$ cat src/rtl/payload_dec_pkg.sv
// Shared definitions for the payload character decoder: class indices,
// FSM states and the byte-to-class table consumed by char_class_lut.
package payload_dec_pkg;

    localparam int NUM_CLASS   = 32;
    localparam int LINE_START  = 0;
    localparam int CLS_DIGIT   = 1;
    localparam int CLS_ALPHA   = 2;
    localparam int CLS_SLASH   = 3;
    localparam int CLS_DOT     = 4;
    localparam int CLS_SPACE   = 5;
    localparam int CLS_NEWLINE = 6;
    localparam int CLS_HEX     = 7;
    localparam int CLS_J       = 8;
    localparam int CLS_S       = 9;
    localparam int CLS_P       = 10;
    localparam int CLS_LT      = 11;

    typedef enum logic [1:0] {
        ST_IDLE,
        ST_SOD,
        ST_RUN,
        ST_EOD
    } state_t;

    typedef logic [255:0][NUM_CLASS-1:0] class_table_t;

    // Letters are folded to lower case here so the engines never see case.
    function automatic class_table_t build_class_table();
        class_table_t t;
        logic [7:0]   c;
        logic [7:0]   lc;
        logic         alpha;
        logic         digit;
        t = '0;
        for (int b = 0; b < 256; b++) begin
            c     = 8'(b);
            lc    = c | 8'h20;
            digit = (c >= 8'h30) && (c <= 8'h39);
            alpha = (lc >= 8'h61) && (lc <= 8'h7A);
            t[b][CLS_DIGIT]   = digit;
            t[b][CLS_ALPHA]   = alpha;
            t[b][CLS_SLASH]   = (c == 8'h2F);
            t[b][CLS_DOT]     = (c == 8'h2E);
            t[b][CLS_SPACE]   = (c == 8'h20) || (c == 8'h09);
            t[b][CLS_NEWLINE] = (c == 8'h0A);
            t[b][CLS_HEX]     = digit || (alpha && (lc <= 8'h66));
            t[b][CLS_J]       = alpha && (lc == 8'h6A);
            t[b][CLS_S]       = alpha && (lc == 8'h73);
            t[b][CLS_P]       = alpha && (lc == 8'h70);
            t[b][CLS_LT]      = (c == 8'h3C);
        end
        return t;
    endfunction

    localparam class_table_t CLASS_TABLE = build_class_table();

endpackage

$ cat src/rtl/char_class_lut.sv
// Combinational byte to class-vector lookup; LINE_START comes from the
// caller's line-start flag rather than from the table.
module char_class_lut #(
    parameter int WIDTH = payload_dec_pkg::NUM_CLASS
) (
    input  logic [7:0]       data,
    input  logic             line_start,
    output logic [WIDTH-1:0] cls
);
    import payload_dec_pkg::*;

    logic [NUM_CLASS-1:0] row;

    always_comb begin
        row             = CLASS_TABLE[data];
        row[LINE_START] = line_start;
    end

    for (genvar k = 0; k < WIDTH; k++) begin : g_bit
        if (k < NUM_CLASS) begin : g_map
            assign cls[k] = row[k];
        end else begin : g_zero
            assign cls[k] = 1'b0;
        end
    end

endmodule

$ cat src/rtl/payload_char_decoder.sv
// Payload framing and character-class front end for the match engines.
// Optional depth limiting is enabled with PAYLOAD_DEC_DEPTH_LIMIT_EN.
module payload_char_decoder #(
    parameter int NUM_CLASS = 32,
    parameter int CNT_W     = 16
) (
    input  logic                 clk,
    input  logic                 rst,
    input  logic [7:0]           s_data,
    input  logic                 s_valid,
    input  logic                 s_last,
    output logic                 s_ready,
    input  logic                 hold,
    output logic                 sod,
    output logic                 en,
    output logic [NUM_CLASS-1:0] cls,
    output logic                 eod,
    output logic [CNT_W-1:0]     byte_cnt
`ifdef PAYLOAD_DEC_DEPTH_LIMIT_EN
    ,
    input  logic [CNT_W-1:0]     depth_limit
`endif
);
    import payload_dec_pkg::*;

    state_t               state;
    state_t               state_nxt;
    logic                 ready_c;
    logic                 sod_c;
    logic                 eod_c;
    logic                 accept;
    logic                 inspect;
    logic                 line_start;
    logic                 sod_q;
    logic                 eod_q;
    logic                 en_q;
    logic [NUM_CLASS-1:0] cls_c;
    logic [NUM_CLASS-1:0] cls_q;
    logic [CNT_W-1:0]     cnt_q;

    char_class_lut #(
        .WIDTH(NUM_CLASS)
    ) u_lut (
        .data      (s_data),
        .line_start(line_start),
        .cls       (cls_c)
    );

    always_ff @(posedge clk) begin
        if (rst) begin
            state <= ST_IDLE;
        end else begin
            state <= state_nxt;
        end
    end

    always_comb begin
        state_nxt = state;
        ready_c   = 1'b0;
        sod_c     = 1'b0;
        eod_c     = 1'b0;
        unique case (state)
            ST_IDLE: begin
                if (s_valid) state_nxt = ST_SOD;
            end
            ST_SOD: begin
                sod_c     = 1'b1;
                state_nxt = ST_RUN;
            end
            ST_RUN: begin
                ready_c = ~hold;
                if (s_valid && !hold && s_last) state_nxt = ST_EOD;
            end
            ST_EOD: begin
                eod_c     = 1'b1;
                state_nxt = ST_IDLE;
            end
            default: state_nxt = ST_IDLE;
        endcase
    end

    assign accept = s_valid & ready_c;

`ifdef PAYLOAD_DEC_DEPTH_LIMIT_EN
    // Past the limit bytes are drained so the payload framing stays intact.
    assign inspect = (depth_limit == '0) || (cnt_q < depth_limit);
`else
    assign inspect = 1'b1;
`endif

    // sod/eod are delayed a cycle so they bracket the en window exactly.
    always_ff @(posedge clk) begin
        if (rst) begin
            sod_q      <= 1'b0;
            eod_q      <= 1'b0;
            en_q       <= 1'b0;
            cls_q      <= '0;
            cnt_q      <= '0;
            line_start <= 1'b1;
        end else begin
            sod_q <= sod_c;
            eod_q <= eod_c;
            en_q  <= accept & inspect;
            if (accept && inspect) cls_q <= cls_c;
            if (sod_c) begin
                cnt_q      <= '0;
                line_start <= 1'b1;
            end else if (accept) begin
                if (cnt_q != '1) cnt_q <= cnt_q + 1'b1;
                line_start <= (s_data == 8'h0A);
            end
        end
    end

    assign s_ready  = ready_c & ~rst;
    assign sod      = sod_q & ~rst;
    assign eod      = eod_q & ~rst;
    assign en       = en_q & ~rst;
    assign cls      = rst ? '0 : cls_q;
    assign byte_cnt = rst ? '0 : cnt_q;

endmodule

$ cat config.mk
export PLATFORM = sky130hd
export DESIGN_NAME = payload_char_decoder
export DESIGN_NICKNAME = d
export VERILOG_FILES = /design/src/rtl/payload_dec_pkg.sv /design/src/rtl/char_class_lut.sv /design/src/rtl/payload_char_decoder.sv
export SDC_FILE = /design/constraint.sdc
export NUM_CORES = 1
export LEC_CHECK = 0
export BUFFER_PORTS_ARGS = -buffer_cell sky130_fd_sc_hd__buf_2
export CAP_MARGIN = 20
export CORE_ASPECT_RATIO = 2
export CORE_UTILIZATION = 39
export DETAILED_ROUTE_END_ITERATION = 16
export SLEW_MARGIN = 20
export SYNTH_ARGS = -nofsm -noshare
export SYNTH_HDL_FRONTEND = slang
export SYNTH_HIERARCHICAL = 1
export SYNTH_SLANG_ARGS = --single-unit
$ cat constraint.sdc
create_clock -name clk -period 2.6 [get_ports clk]
set_clock_uncertainty 0.05 [all_clocks]
set_input_delay 0 -clock clk [delete_from_list [all_inputs] [get_ports clk]]
set_output_delay 0 -clock clk [all_outputs]
set_load 0.02 [all_outputs]
==> impl_metrics.env <==
export IMPL_status="complete, no violations"
export IMPL_maxCapViolCount=0
export IMPL_path_cells="inv_1 > ha_1 > and3b_1 > nand4_4 > or4_1 > a21oi_1"
export IMPL_r2r_start="state[0]"
export IMPL_drive_above_1_share_pct=23.1
export IMPL_gr_total_overflow=0
export IMPL_syn_to_final_growth_pct=15.5
export IMPL_wl_met3_um=247
export IMPL_p_sw_share_pct=28.1
export IMPL_clock_latency_ns=0.29
export IMPL_p_int_w=0.00140
export IMPL_synth_distinct_cells=45
export IMPL_dp_cells=455
export IMPL_clkTransAtPathRegs_ns=0.07
export IMPL_rsz0062_at_grt="no"
export IMPL_core_area_um2=6990
export IMPL_syn_avg_cell_area_um2=8.88
export IMPL_slew_violations=0
export IMPL_setup_tns_ns=0
export IMPL_worstPathRequired_ns=2.78
export IMPL_grt_pass1_vias=2217
export IMPL_synth_ff_type="dfxtp_1"
export IMPL_p_seq_share_pct=47.4
export IMPL_clock_fmax_mhz=488
export IMPL_min_to="line_start"
export IMPL_track_usage_pct=16.9
export IMPL_hold_buffers=0
export IMPL_ys_async_sr_fraction_pct=0
export IMPL_tightest_slew_ns=0.741
export IMPL_drtAntennaViolNets=0
export IMPL_cp_end_kind="register"
export IMPL_worstHoldStart="s_data[7]"
export IMPL_power_switching_w=0.000549
export IMPL_setup_viol=0
export IMPL_leakagePower_nw=1.40
export IMPL_final_nets=391
export IMPL_vias=2354
export IMPL_cts_buffer_depth=2
export IMPL_num_rows=43
export IMPL_power_frac_clock_pct=34.7
export IMPL_reg2reg_slack_ns=0.55
export IMPL_drt_iter0_markers=164
export IMPL_fin_cells=463
export IMPL_syn_area_um2=2830
export IMPL_ys_seq_area_share_pct=38.1
export IMPL_route_met2_wl_um=3360
export IMPL_ys_ff_latch=54
export IMPL_rr_worst_depth=6
export IMPL_max_slew_margin_rel_pct=50.6
export IMPL_holdWs_ns=0.0193
export IMPL_critical_path_startpoint_type="register"
export IMPL_io_pins=65
export IMPL_cts_sinks=54
export IMPL_min_path_type="input port to register"
export IMPL_wl_per_cell_um=13.4
export IMPL_io_buffers=64
export IMPL_slowest_delay_ns=0.45
export IMPL_die_h_um=123
export IMPL_combPwrFrac_pct=17.9
export IMPL_start_util_pct=40.5
export IMPL_vdd_drop_max_v=0.000453
export IMPL_hold_depth=4
export IMPL_drc=0
export IMPL_powerDensity_nw_per_um2=596
export IMPL_routed_wl_um=6210
export IMPL_yosysWarnings=6
export IMPL_cts_tree="done"
export IMPL_met1_length_um=2500
export IMPL_syn_inst=319
export IMPL_dpl_hpwl_um=4440
export IMPL_post_route_period_util_pct=78.8
export IMPL_ctsResizeCount=0
export IMPL_chipWidth_um=62.3
export IMPL_regToRegEndpoint="cnt_q[9]"
export IMPL_drt_pass1_iterations=4
export IMPL_avgViaCountPerCell=5.08
export IMPL_root_buffer="clkbuf_16"
export IMPL_antenna_found_initial=0
export IMPL_routed_top_layer="met4"
export IMPL_critPathSlowestCell="and3b_1"
export IMPL_critical_path_class="register to register"
export IMPL_diodes=0
export IMPL_grt_max_degree=43
export IMPL_cp_max_fo=10
export IMPL_cts_buffers=5
export IMPL_layout_min_cycle_time_ns=2.05
export IMPL_grt_pass1_wl_um=10300
export IMPL_dieArea_um2=7630
export IMPL_fin_total_pwr_w=0.00195
export IMPL_arrival_ns=2.23
export IMPL_place_congestion=0.830
export IMPL_hold_viol=0
export IMPL_cts_setup_buffers=0
export IMPL_h_tree_depth=2
export IMPL_synth_edf_count=0
==> per-stage QoR <==
step | util (%) | setup WS (ns) | cell area (µm²)
2_1_floorplan | - | 0.893 | 2910
3_3_place_gp | 44.7 | 0.671 | 3120
3_5_place_dp | 44.7 | 0.556 | 3120
4_1_cts | 46.8 | 0.541 | 3270
5_1_grt | 46.8 | 0.397 | 3270
6_report | 46.8 | 0.551 | 3270
==> sequential cells by signal, summed over array words and instances, names as in the netlist <==
register	cells
eod_q	1
cnt_q	16
line_start	1
state	2
sod_q	1
en_q	1
cls_q	32
==> power groups by stage <==
stage / clock network (W) / registers [W] / logic (W)
final: 0.000677 / 0.000925 / 0.000350
after global placement: 0 / 0.000942 / 0.000344
after global routing: 0.000739 / 0.000935 / 0.000393
after detailed placement: 0 / 0.000944 / 0.000354
after CTS: 0.000705 / 0.000926 / 0.000356
after floorplan: 0 / 0.000938 / 0.000285
==> worst max path at each step <==
stage	startpoint	to	slack (ns)	cells past startpoint
6_report	state[0]	cnt_q[9]	0.55	6
5_1_grt	state[0]	cnt_q[9]	0.40	6
4_1_cts	state[0]	cnt_q[9]	0.54	6
3_3_place_gp	state[0]	cnt_q[7]	0.67	6
3_5_place_dp	state[0]	cnt_q[9]	0.56	6
2_1_floorplan	state[0]	cnt_q[7]	0.89	7
==> kinds of logic (layout without fill, tap and decap cells) <==
kind of cell	after synthesis	in the layout	synth area share, %
multiplexers	3	3	1.06
AND/OR/NAND/NOR	143	143	31.2
flip-flops	54	54	38.1
adder cells (fa/ha/maj)	6	6	2.65
AO/OA/AOI/OAI	66	66	17.2
buffers and inverters	45	80	9.27
other	1	20	0.132
XOR/XNOR	1	1	0.309
==> synthesized netlist by cell type (2+ instances only) <==
library cell | n | area (µm²)
a21oi_1 | 13 | 65.1
and3_1 | 2 | 12.5
and3b_1 | 2 | 17.5
and4_1 | 3 | 26.3
and4_4 | 2 | 22.5
buf_1 | 2 | 7.51
buf_4 | 21 | 158
buf_6 | 2 | 22.5
clkbuf_1 | 16 | 60.1
dfxtp_1 | 54 | 1080
ha_1 | 6 | 75.1
inv_1 | 4 | 15.0
mux2i_1 | 3 | 30.0
nand2_1 | 15 | 56.3
nand3_1 | 9 | 45.0
nand4_1 | 3 | 18.8
nand4bb_1 | 2 | 22.5
nor2_1 | 14 | 52.6
nor2b_1 | 53 | 332
nor3_1 | 8 | 40.0
nor4_1 | 5 | 31.3
o21a_1 | 2 | 15.0
o21ai_0 | 6 | 30.0
o22a_1 | 32 | 280
o22ai_1 | 2 | 12.5
o31ai_1 | 6 | 45.0
or2_2 | 2 | 12.5
or3_1 | 8 | 50.1
or3_4 | 2 | 22.5
or4_1 | 5 | 37.5
==> layout make-up <==
| type | instances | area [µm²] |
|---|---|---|
| timing repair buffer | 68 | 350 |
| inverter | 4 | 15.0 |
| tap | 90 | 113 |
| multi-input combinational | 239 | 1560 |
| clock inverter | 3 | 25.0 |
| clock buffer | 5 | 125 |
| fill | 715 | 3720 |
| sequential | 54 | 1080 |
==> metal layers <==
metal,GRT usage (%),vias to the layer above
met3,3.25,7
met4,7.99,0
li1,-,1204
met5,0,-
met1,18.4,1092
met2,31.0,51
==> placed cells by master (no fill, tap or decap), types with 2 or more instances in the layout <==
cell type | Yosys | final
nand2_1 | 15 | 15
ha_1 | 6 | 6
nand3_1 | 9 | 9
or4_1 | 5 | 5
conb_1 | 1 | 20
o22a_1 | 32 | 32
or2_2 | 2 | 2
nor3_1 | 8 | 8
clkbuf_16 | 0 | 5
and4_4 | 2 | 2
buf_2 | 0 | 64
or3_1 | 8 | 8
nor2b_1 | 53 | 53
o21ai_0 | 6 | 6
buf_4 | 21 | 4
inv_1 | 4 | 4
nand4_1 | 3 | 3
nor2_1 | 14 | 13
mux2i_1 | 3 | 3
and4_1 | 3 | 3
a21oi_1 | 13 | 13
o22ai_1 | 2 | 2
o31ai_1 | 6 | 6
and3_1 | 2 | 2
nor4_1 | 5 | 5
nand4bb_1 | 2 | 2
dfxtp_1 | 54 | 54
or3_4 | 2 | 2
and3b_1 | 2 | 2
o21a_1 | 2 | 2
==> critical path, delay by kind of cell (launching register included) <==
| family | cells | cell delay, ns |
|---|---|---|
| AOI/OAI and AO/OA | 1 | 0.16 |
| adders and majority gates | 1 | 0.23 |
| buffers and inverters | 1 | 0.11 |
| DFF | 1 | 0.34 |
| and+or+nand+nor | 3 | 1.09 |
Power figures use the tool's default switching activity.
